File: src/rtl/alu_share_pkg.sv
// Shared types and constants for the alu_share_sched block.
package alu_share_pkg;

  typedef enum logic [1:0] {
    IDLE = 2'd0,
    EXEC = 2'd1,
    RESP = 2'd2
  } state_t;

  localparam logic OP_ADD = 1'b0;
  localparam logic OP_SUB = 1'b1;

endpackage

File: src/rtl/alu_share_sched_rr_arbiter.sv
// Rotating-priority arbiter: the requester just after 'last' has top priority.
// Purely combinational; grant is only meaningful when any_req is high.
module rr_arbiter #(
  parameter  int NREQ = 4,
  localparam int IDW  = $clog2(NREQ)
) (
  input  logic [NREQ-1:0] req,
  input  logic [IDW-1:0]  last,
  output logic [IDW-1:0]  grant,
  output logic            any_req
);

  // Walk candidates from farthest to nearest so the nearest hit after 'last' wins.
  always_comb begin
    logic [IDW-1:0] idx;
    idx     = '0;
    grant   = '0;
    any_req = 1'b0;
    for (int k = NREQ; k >= 1; k--) begin
      idx = IDW'((int'(last) + k) % NREQ);
      if (req[idx]) begin
        grant   = idx;
        any_req = 1'b1;
      end
    end
  end

endmodule

File: src/rtl/alu_share_sched.sv
// Shared add/sub unit serving NREQ requesters with round-robin arbitration.
// Each operation runs IDLE (accept) -> EXEC (compute) -> RESP (hold result).
// Optional feature macro ALU_SHARE_FLAGS_EN adds rsp_flag (carry on add,
// borrow on subtract), registered together with rsp_data.
//
// state | meaning
// IDLE  | waiting for a request; grants one and captures its operands
// EXEC  | computes the result into rsp_data/rsp_id
// RESP  | rsp_valid high until the consumer accepts
module alu_share_sched
  import alu_share_pkg::*;
#(
  parameter  int NREQ  = 4,
  parameter  int WIDTH = 8,
  localparam int IDW   = $clog2(NREQ)
) (
  input  logic                  sys_clk,
  input  logic                  sys_rst,
  input  logic [NREQ-1:0]       req_valid,
  output logic [NREQ-1:0]       req_ready,
  input  logic [NREQ-1:0]       req_op,
  input  logic [NREQ*WIDTH-1:0] req_a,
  input  logic [NREQ*WIDTH-1:0] req_b,
  output logic                  rsp_valid,
  input  logic                  rsp_ready,
  output logic [IDW-1:0]        rsp_id,
  output logic [WIDTH-1:0]      rsp_data,
`ifdef ALU_SHARE_FLAGS_EN
  output logic                  rsp_flag,
`endif
  output logic                  busy
);

  state_t           state, state_next;
  logic [IDW-1:0]   last;
  logic [IDW-1:0]   grant;
  logic             any_req;
  logic             take;
  logic             op_r;
  logic [WIDTH-1:0] a_r, b_r;
  logic [IDW-1:0]   id_r;
  logic [WIDTH-1:0] alu_res;

  rr_arbiter #(.NREQ(NREQ)) u_arb (
    .req     (req_valid),
    .last    (last),
    .grant   (grant),
    .any_req (any_req)
  );

`ifdef ALU_SHARE_FLAGS_EN
  logic [WIDTH:0] alu_full;

  // One extra bit: carry-out on add, borrow (a < b) on subtract.
  always_comb begin
    alu_full = (op_r == OP_SUB) ? ({1'b0, a_r} - {1'b0, b_r})
                                : ({1'b0, a_r} + {1'b0, b_r});
  end

  assign alu_res = alu_full[WIDTH-1:0];
`else
  // Plain WIDTH-bit add/sub, wrapping mod 2^WIDTH.
  always_comb begin
    alu_res = (op_r == OP_SUB) ? (a_r - b_r) : (a_r + b_r);
  end
`endif

  // Next-state and handshake outputs; ready only ever asserted in IDLE.
  always_comb begin
    state_next = state;
    req_ready  = '0;
    take       = 1'b0;
    rsp_valid  = 1'b0;
    case (state)
      IDLE: begin
        if (any_req) begin
          req_ready[grant] = 1'b1;
          take             = 1'b1;
          state_next       = EXEC;
        end
      end
      EXEC: state_next = RESP;
      RESP: begin
        rsp_valid = 1'b1;
        if (rsp_ready) state_next = IDLE;
      end
      default: state_next = IDLE;
    endcase
  end

  assign busy = (state != IDLE);

  // State, pointer, operand capture and result registers; pointer moves only on response handshake.
  always_ff @(posedge sys_clk) begin
    if (sys_rst) begin
      state    <= IDLE;
      last     <= IDW'(NREQ - 1);
      op_r     <= OP_ADD;
      a_r      <= '0;
      b_r      <= '0;
      id_r     <= '0;
      rsp_data <= '0;
      rsp_id   <= '0;
`ifdef ALU_SHARE_FLAGS_EN
      rsp_flag <= 1'b0;
`endif
    end else begin
      state <= state_next;
      if (take) begin
        op_r <= req_op[grant];
        a_r  <= req_a[int'(grant)*WIDTH +: WIDTH];
        b_r  <= req_b[int'(grant)*WIDTH +: WIDTH];
        id_r <= grant;
      end
      if (state == EXEC) begin
        rsp_data <= alu_res;
        rsp_id   <= id_r;
`ifdef ALU_SHARE_FLAGS_EN
        rsp_flag <= alu_full[WIDTH];
`endif
      end
      if (rsp_valid && rsp_ready) last <= id_r;
    end
  end

endmodule
File: config.mk
export PLATFORM = sky130hd
export DESIGN_NAME = alu_share_sched
export DESIGN_NICKNAME = d
export VERILOG_FILES = /design/src/rtl/alu_share_pkg.sv /design/src/rtl/alu_share_sched_rr_arbiter.sv /design/src/rtl/alu_share_sched.sv
export SDC_FILE = /design/constraint.sdc
export NUM_CORES = 1
export LEC_CHECK = 0
export ABC_CLOCK_PERIOD_IN_PS = 4800
export BUFFER_PORTS_ARGS = -buffer_cell sky130_fd_sc_hd__buf_2
export CAP_MARGIN = 20
export CORE_ASPECT_RATIO = 2
export CORE_MARGIN = 4
export CORE_UTILIZATION = 53
export DETAILED_ROUTE_END_ITERATION = 6
export GPL_ROUTABILITY_DRIVEN = 0
export PLACE_DENSITY = 0.84
export SLEW_MARGIN = 20
export SYNTH_ARGS = -nofsm -noshare
export SYNTH_HDL_FRONTEND = slang
export SYNTH_SLANG_ARGS = --single-unit
export TNS_END_PERCENT = 10
File: constraint.sdc
create_clock -name sys_clk -period 4.8 [get_ports sys_clk]
set_input_delay 0.72 -clock sys_clk [delete_from_list [all_inputs] [get_ports sys_clk]]
set_output_delay 0.72 -clock sys_clk [all_outputs]
set_load 0.01 [all_outputs]
# Word-level counts from Yosys, hierarchy flattened

Index checks and enable logic that the tools add are counted.

Flip-flop bits (word level): 33
Bits of input ports: 75
Output and inout bits: 16
Logic and storage cells: 60

$add $sub $neg: 6
$lt $le $gt $ge: 6
Equal/unequal tests: 4
Shift operators: 2
Multiplexer cells: 29
Reductions and logical operators: 5

Operators by type and width:

| cell                | count |
|---|---|
| $shiftx 32x6->8     | 2 |
| $lt 2x3->1 const B  | 5 |
| $mux 1              | 13 |
| $mux 2              | 6 |
| $bmux 1 s2          | 5 |
| $add 8x8->8         | 1 |
| $mux 4              | 2 |
| $mux 8              | 1 |
| $sub 8x8->8         | 1 |
| $pmux 2 s3          | 1 |
| $add 2x1->2 const B | 2 |
| $add 2x2->2 const B | 2 |
| $ne 2x2->1 const B  | 2 |
| $demux 1 s2         | 1 |
| $eq 2x1->1 const B  | 1 |
| $eq 2x2->1 const B  | 1 |
| $ge 2x1->1 const B  | 1 |
| $logic_and 1x1->1   | 2 |
| $logic_not 2->1     | 1 |
| $reduce_and 2->1    | 1 |
| $reduce_bool 2->1   | 1 |

# Depth between registers and ports, before layout

Gate-level depths: netlist of run 1.

Depth in word-level cells: 13
Gate-level depth with buffers: 10

# Hierarchy

From an unflattened synthesis of run 1, not the netlist that was laid out.

Cell total of the unflattened synthesis: 241
Area, all modules: 2109.5 µm²

Modules (own cells, without submodules):

| module          | times used | cells each | area each (µm²) | seq. area each (µm²) |
|---|---|---|---|---|
| alu_share_sched | 1          | 227        | 2018.2          | 660.6 |
| rr_arbiter      | 1          | 14         | 91.3            | 0.0 |

# Worst setup path before layout of run 1

OpenSTA, ideal clock, no wires.

Path kind: input to output
From: in req_valid[2]
To: out req_ready[0]
Arrival: 1.954 ns
Required time: 4.080 ns
Slack: 2.126 ns
Stages: 6
Path through: nand2b_1 > a21o_1 > buf_1 > clkbuf_1 > nand3_1 > nor3_1

Longest elaborated chain between the ends: 12
Elaborated cells between the ends (all ways): 23
Classes of those cells: order compare: 2; mux: 20; reduce/logical: 1

Ends and longest elaborated chain:

| item                                                           | line                             | text |
|---|---|---|
| start, declared                                                | alu_share_sched.sv:19            | `input logic [NREQ-1:0] req_valid,` |
| $bmux 1 s2                                                     | alu_share_sched_rr_arbiter.sv:21 | `if (req[idx]) begin` |
| $mux 1 (not written as such)                                   | alu_share_sched_rr_arbiter.sv:21 |  |
| $mux 2 (4 in a row)                                            | alu_share_sched_rr_arbiter.sv:21 |  |
| $lt 2x3->1 (not written as such) or $ge 2x1->1 (tied branches) | alu_share_sched.sv:77            | `req_ready[grant] = 1'b1;` |
| $logic_and 1x1->1 (not written as such)                        | alu_share_sched.sv:77            |  |
| $mux 1 (not written as such)                                   | alu_share_sched.sv:77            |  |
| $demux 1 s2                                                    | alu_share_sched.sv:77            |  |
| $mux 4 *                                                       | alu_share_sched.sv:76            | `if (any_req) begin` |
| $mux 4 *                                                       | alu_share_sched.sv:74            | `case (state)` |
| end, declared                                                  | alu_share_sched.sv:20            | `output logic [NREQ-1:0] req_ready,` |

Every way passes the cells marked *; elsewhere a longest branch is shown, timed or not. The select of a mux whose other input is x is not followed.

# Worst setup path in the final report of run 1

From: in req_valid[3]
To: out req_ready[1]

The elaborated chain is that of the path after synthesis.

==> results of run 1 <==
final timing paths:
check	from	to	cells past startpoint
hold reg to reg	rsp_data[1]	rsp_data[1]	2
setup reg to reg	b_r[0]	rsp_data[5]	10
setup / recovery	req_valid[3]	req_ready[1]	7
hold / removal	rsp_data[1]	rsp_data[1]	2
cell families (layout without fill, tap and decap cells):
group / after synthesis / count (layout) / share of synthesized area (%)
mux: 19 / 19 / 7.98
fa+ha+maj: 9 / 9 / 5.04
flops: 33 / 33 / 27.7
xor+xnor: 10 / 10 / 3.67
buf+inv: 28 / 106 / 6.19
compound gates: 90 / 90 / 28.0
simple gates: 102 / 102 / 21.4
layer usage:
metal | vias to the layer above | track usage, % | wire [um]
met5 | - | 0 | 0
met4 | 0 | 13.5 | 284
met2 | 106 | 46.3 | 3860
met1 | 1167 | 23.0 | 2300
li1 | 1236 | - | -
met3 | 19 | 3.38 | 382
power groups by stage:
stage                     Clock, mW  Combinational, mW  Sequential (mW)
final                         0.185              0.432            0.348
after global routing          0.194              0.479            0.354
after CTS                     0.189              0.431            0.348
after detailed placement          0              0.427            0.354
after global placement            0              0.412            0.352
after floorplan                   0              0.317            0.351
cell usage in the layout, fill, tap and decap left out, drive strengths merged:
cell and count:
nand2b 6, o21ai 10, o21a 2, o211ai 17, or4 1, a21o 19
or3 1, a31oi 2, nand2 37, nor4 1, nor4b 3, fa 1
nor3 11, nor2b 4, o22ai 1, clkbuf 5, a311o 1, nand4 17
nand3 5, and3 1, clkinv 1, a2111oi 1, buf 93, xnor2 10
inv 7, or2 1, nor2 14, mux2i 19, ha 8, o31ai 17
a21oi 17, dfxtp 33, a211oi 3
through the flow:
| stage | cell area [sq um] | worst slack [ps] |
|---|---|---|
| 6_report | 2880 | 1690 |
| 5_1_grt | 2880 | 1520 |
| 4_1_cts | 2880 | 1730 |
| 3_5_place_dp | 2810 | 1760 |
| 3_3_place_gp | 2810 | 1830 |
| 2_1_floorplan | 2380 | 2130 |
registers in the layout, summed over array words and instances, names as in the netlist:
name / cells
id_r: 2
rsp_id: 2
last: 2
state: 2
a_r: 8
b_r: 8
rsp_data: 8
op_r: 1
cell type report:
class,count,area (sq um)
inverter,7,26.3
tap,54,67.6
clock inverter,1,5.00
fill,429,1460
timing repair buffer,93,473
multi-input combinational,230,1580
clock buffer,5,68.8
sequential,33,661
critical path, cell delays in order:
cell,delay [ps]
sky130_fd_sc_hd__buf_2,140
sky130_fd_sc_hd__nor2b_1,240
sky130_fd_sc_hd__o21a_1,570
sky130_fd_sc_hd__nor3_4,90
sky130_fd_sc_hd__buf_4,260
sky130_fd_sc_hd__nor3_1,210
sky130_fd_sc_hd__buf_2,160
==> results.tsv, run 1 <==
metric	value	unit
number of standard cells after synthesis	291	
remaining number of nets flagged by the antenna check after routing	0	
core area	4340	sq um
sequential-to-total area share from yosys stat	27.7	%
Worst Path Arrival	2390	ps
I/O pin total	91	
Register-to-Register Setup Slack	2370	ps
result of the run	finished clean	
number of enable-type register cells in the synthesized netlist	0	
synthesized net count	375	
horizontal die dimension	55.4	um
Via-to-Cell Ratio	5.98	
minimum hold slack	454	ps
average detailed-routed wire length per instance	16.1	um
internal power component	0.609	mW
Final setup viols	0	
std cell rows	34	
via count of the first global-routing pass	2420	
layout cells sized above 1	30.9	%
total number of H-tree levels	2	
CTS tree	built	
HPWL Detailed	5300	um
fmax	322	MHz
transition time of the tightest slew-check pin	829	ps
category of the critical setup timing path	input pin to primary output	
filler-free cell count of the finished design	423	
most frequent cells after synthesis	36 x sky130_fd_sc_hd__nand2_1, 33 x sky130_fd_sc_hd__dfxtp_1, 19 x sky130_fd_sc_hd__a21o_1, 19 x sky130_fd_sc_hd__mux2i_1	
sequential cell fraction of total power	36.1	%
RSZ-0062 raised after global routing	false	
length of the first detailed-routing pass in iterations	4	
time the worst path needs with I/O delays and setup	3110	ps
library cells used by synthesis	40	
count of buffers added by post-CTS timing repair for setup	0	
Skew-Pair Late Insertion Delay	280	ps
peak ir drop on the vdd network	217	uV
sort of element at the end of the critical path	primary output	
number of buffers inserted by hold repair at cts	0	
overall overflow remaining after global route	0	
chip height	103	um
Syn-to-layout area delta	20.9	%
pin count of the biggest net entering global routing	20	
overall routing resource usage	23.6	%
max-slew violation count	0	
total of cells resized after clock tree synthesis	0	
post-synth design cell area	2380	sq um
total power consumption of the routed design	0.966	mW
area fraction of the dominant cell type after synthesis	27.7	%
Synth async-reset ratio	0	%
ant diodes	0	
Vias	2528	
number of violations reported at the end of detailed-routing iteration 0	86	
wire length of the first global-routing pass	10700	um
Sw Pwr	0.357	mW
synth warn	0	
top cell type by total area after synthesis	sky130_fd_sc_hd__dfxtp_1	
largest fanout on the critical path	19	
most frequently used cell type in the post-synthesis netlist	sky130_fd_sc_hd__nand2_1	
switching portion of total power	36.9	%
commonest register cell after synthesis	sky130_fd_sc_hd__dfxtp_1	
fin nets	454	
total length of routed wires	6820	um
Power Dens Cells	335	nW/um^2
number of instances in the placed design	417	
setup tns final	0	ps
Period Utilization, post-route	64.8	%
starting utilization of the core area	54.9	%
crit start category	input pin	
worst max-slew margin expressed relative to the limit	44.7	%
DRC violations left	0	
leakage power summed over all cells	1.34	nW
Clock Sinks	33	
clock input transition at the sequential cells of the worst setup and hold paths	60	ps
initial antenna violation count	0	
floorplan die area	5700	sq um
max-capacitance violation count	0	
total CTS buffers	5	
power share of the clock group	19.2	%
Post-Synthesis Mean Instance Area	8.19	sq um
Clock Tree Root	sky130_fd_sc_hd__clkbuf_8	
fraction of power consumed by combinational cells	44.7	%
HP Class	register to register	
top cells by area in the synthesized netlist	sky130_fd_sc_hd__dfxtp_1 28%, sky130_fd_sc_hd__mux2i_1 8.0%, sky130_fd_sc_hd__a21o_1 6.0%	
required time at the endpoint of the critical path	4080	ps
final core area utilization	66.4	%
Layout Skew	3.67	ps
Port Buf Inserts	90	
count of endpoints failing hold in the final timing report	0	
number of storage elements in the synthesis netlist	33	
clock tree buffer depth	2	
(Power assumes the default switching activity.)
==> run 2, diff against run 1 <==
- ABC_CLOCK_PERIOD_IN_PS: 4800 -> 3000
- CORE_UTILIZATION: 53 -> 50
- PLACE_DENSITY: 0.84 -> 0.79
- clock period: 4.8 -> 3 ns (I/O delays scaled with it)
==> run 2 against run 1 <==
Largest power group unchanged. Count of clock-buffer cells in the layout up 3. First-iteration DRC count shrank 44%. Combinational power is 62% higher. Critical path depth down 2.
==> results.tsv, run 2 (same netlist as run 1, synthesis figures left out) <==
metric	value	unit
result of the run	finished clean	
number of violations reported at the end of detailed-routing iteration 0	48	
Syn-to-layout area delta	21.6	%
count of endpoints failing hold in the final timing report	0	
most frequent cells in the layout	90 x sky130_fd_sc_hd__buf_2, 36 x sky130_fd_sc_hd__nand2_1, 33 x sky130_fd_sc_hd__dfxtp_1, 19 x sky130_fd_sc_hd__mux2i_1, 19 x sky130_fd_sc_hd__a21o_1	
time the worst path needs with I/O delays and setup	2380	ps
CTS tree	built	
via count of the first global-routing pass	2547	
ant diodes	0	
total power consumption of the routed design	1.58	mW
most common library cell in the layout ignoring fill and taps	sky130_fd_sc_hd__buf_2	
Via-to-Cell Ratio	5.89	
crit start category	register	
Period Utilization, post-route	79.2	%
count of buffers added by post-CTS timing repair for setup	0	
power share of the clock group	20.5	%
category of the critical setup timing path	register to primary output	
total length of routed wires	6900	um
transition time of the tightest slew-check pin	719	ps
largest fanout on the critical path	18	
floorplan die area	6000	sq um
internal power component	0.988	mW
total CTS buffers	5	
overall routing resource usage	23.6	%
sequential cell fraction of total power	35.3	%
wire length of the first global-routing pass	11300	um
pin count of the biggest net entering global routing	19	
HP Class	input pin to register	
worst setup slack after placement	645	ps
max-capacitance violation count	0	
sort of element at the end of the critical path	primary output	
HPWL Detailed	5410	um
Final WS setup	623	ps
starting utilization of the core area	51.8	%
fin nets	455	
Port Buf Inserts	90	
leakage power summed over all cells	1.34	nW
total of cells resized after clock tree synthesis	0	
initial antenna violation count	0	
filler-free cell count of the finished design	427	
number of instances in the placed design	419	
worst max-slew margin expressed relative to the limit	52.1	%
Worst Path Arrival	1930	ps
RSZ-0062 raised after global routing	false	
Vias	2513	
number of buffers inserted by hold repair at cts	0	
switching portion of total power	37.5	%
Final setup viols	0	
length of the first detailed-routing pass in iterations	4	
Sw Pwr	0.594	mW
setup tns final	0	ps
Power Dens Cells	546	nW/um^2
minimum hold slack	446	ps
Clock Sinks	33	
Layout Skew	5.02	ps
std cell rows	35	
total area of multi-input combinational cells	1580	sq um
Layout Cell Area excl Fill	2900	sq um
fraction of power consumed by combinational cells	44.2	%
clock tree buffer depth	2	
average detailed-routed wire length per instance	16.1	um
max-slew violation count	0	
largest registers ranked by flip-flop count	a_r (8), b_r (8), rsp_data (8)	
chip height	106	um
peak ir drop on the vdd network	424	uV
fmax	421	MHz
horizontal die dimension	56.8	um
core area	4600	sq um
clock input transition at the sequential cells of the worst setup and hold paths	60	ps
overall overflow remaining after global route	0	
remaining number of nets flagged by the antenna check after routing	0	
final core area utilization	63.0	%
Clock Tree Root	sky130_fd_sc_hd__clkbuf_8	
filler cell count	437	
total number of H-tree levels	2	
I/O pin total	91	
DRC violations left	0	
Skew-Pair Late Insertion Delay	290	ps
register area	661	sq um
layout cells sized above 1	30.6	%
required time at the endpoint of the critical path	2550	ps
cell area after placement	2820	sq um
## run 2: cell types whose count changed in the layout (fill, tap and decap cells not counted), sizes merged
cell | previous run | this run
clkinv | 1 | 0
clkbuf | 5 | 8
buf | 93 | 94
## run 2: worst max-delay path: stages (launching register included)
cell                       delay [ps]
sky130_fd_sc_hd__dfxtp_1          350
sky130_fd_sc_hd__nand2b_1         190
sky130_fd_sc_hd__a21o_1           500
sky130_fd_sc_hd__nand3_1          220
sky130_fd_sc_hd__nor3_1           220
sky130_fd_sc_hd__buf_2            160
## run 2: power by group through the flow
stage | clock [mW] | combinational (mW) | sequential [mW]
final | 0.324 | 0.700 | 0.558
after global routing | 0.335 | 0.781 | 0.568
after CTS | 0.320 | 0.700 | 0.558
after detailed placement | 0 | 0.686 | 0.568
after global placement | 0 | 0.672 | 0.565
after floorplan | 0 | 0.508 | 0.562
## run 2: cell type report
cell class / instances / share of cell area (%)
Inverter: 7 / 0.907
Multi-Input combinational cell: 230 / 54.6
Sequential cell: 33 / 22.8
Timing Repair Buffer: 94 / 16.6
Tap cell: 55 / 2.37
Clock buffer: 8 / 2.76
## run 2: path summary, 6_finish.rpt
path / start / endpoint / slack (ps) / cells after the start
setup / recovery: last[0] / req_ready[0] / 620 / 5
hold / removal: rsp_ready / last[0] / 450 / 3
setup reg to reg: b_r[2] / rsp_data[7] / 670 / 9
hold reg to reg: rsp_data[1] / rsp_data[1] / 450 / 2
## run 2: per-layer routing
layer	GRT usage (%)	share of wire [%]	wire, um
met1	22.8	34	2350
met3	4.29	6.0	415
met2	44.5	54	3730
met4	13.8	5.8	398
met5	0	0	0
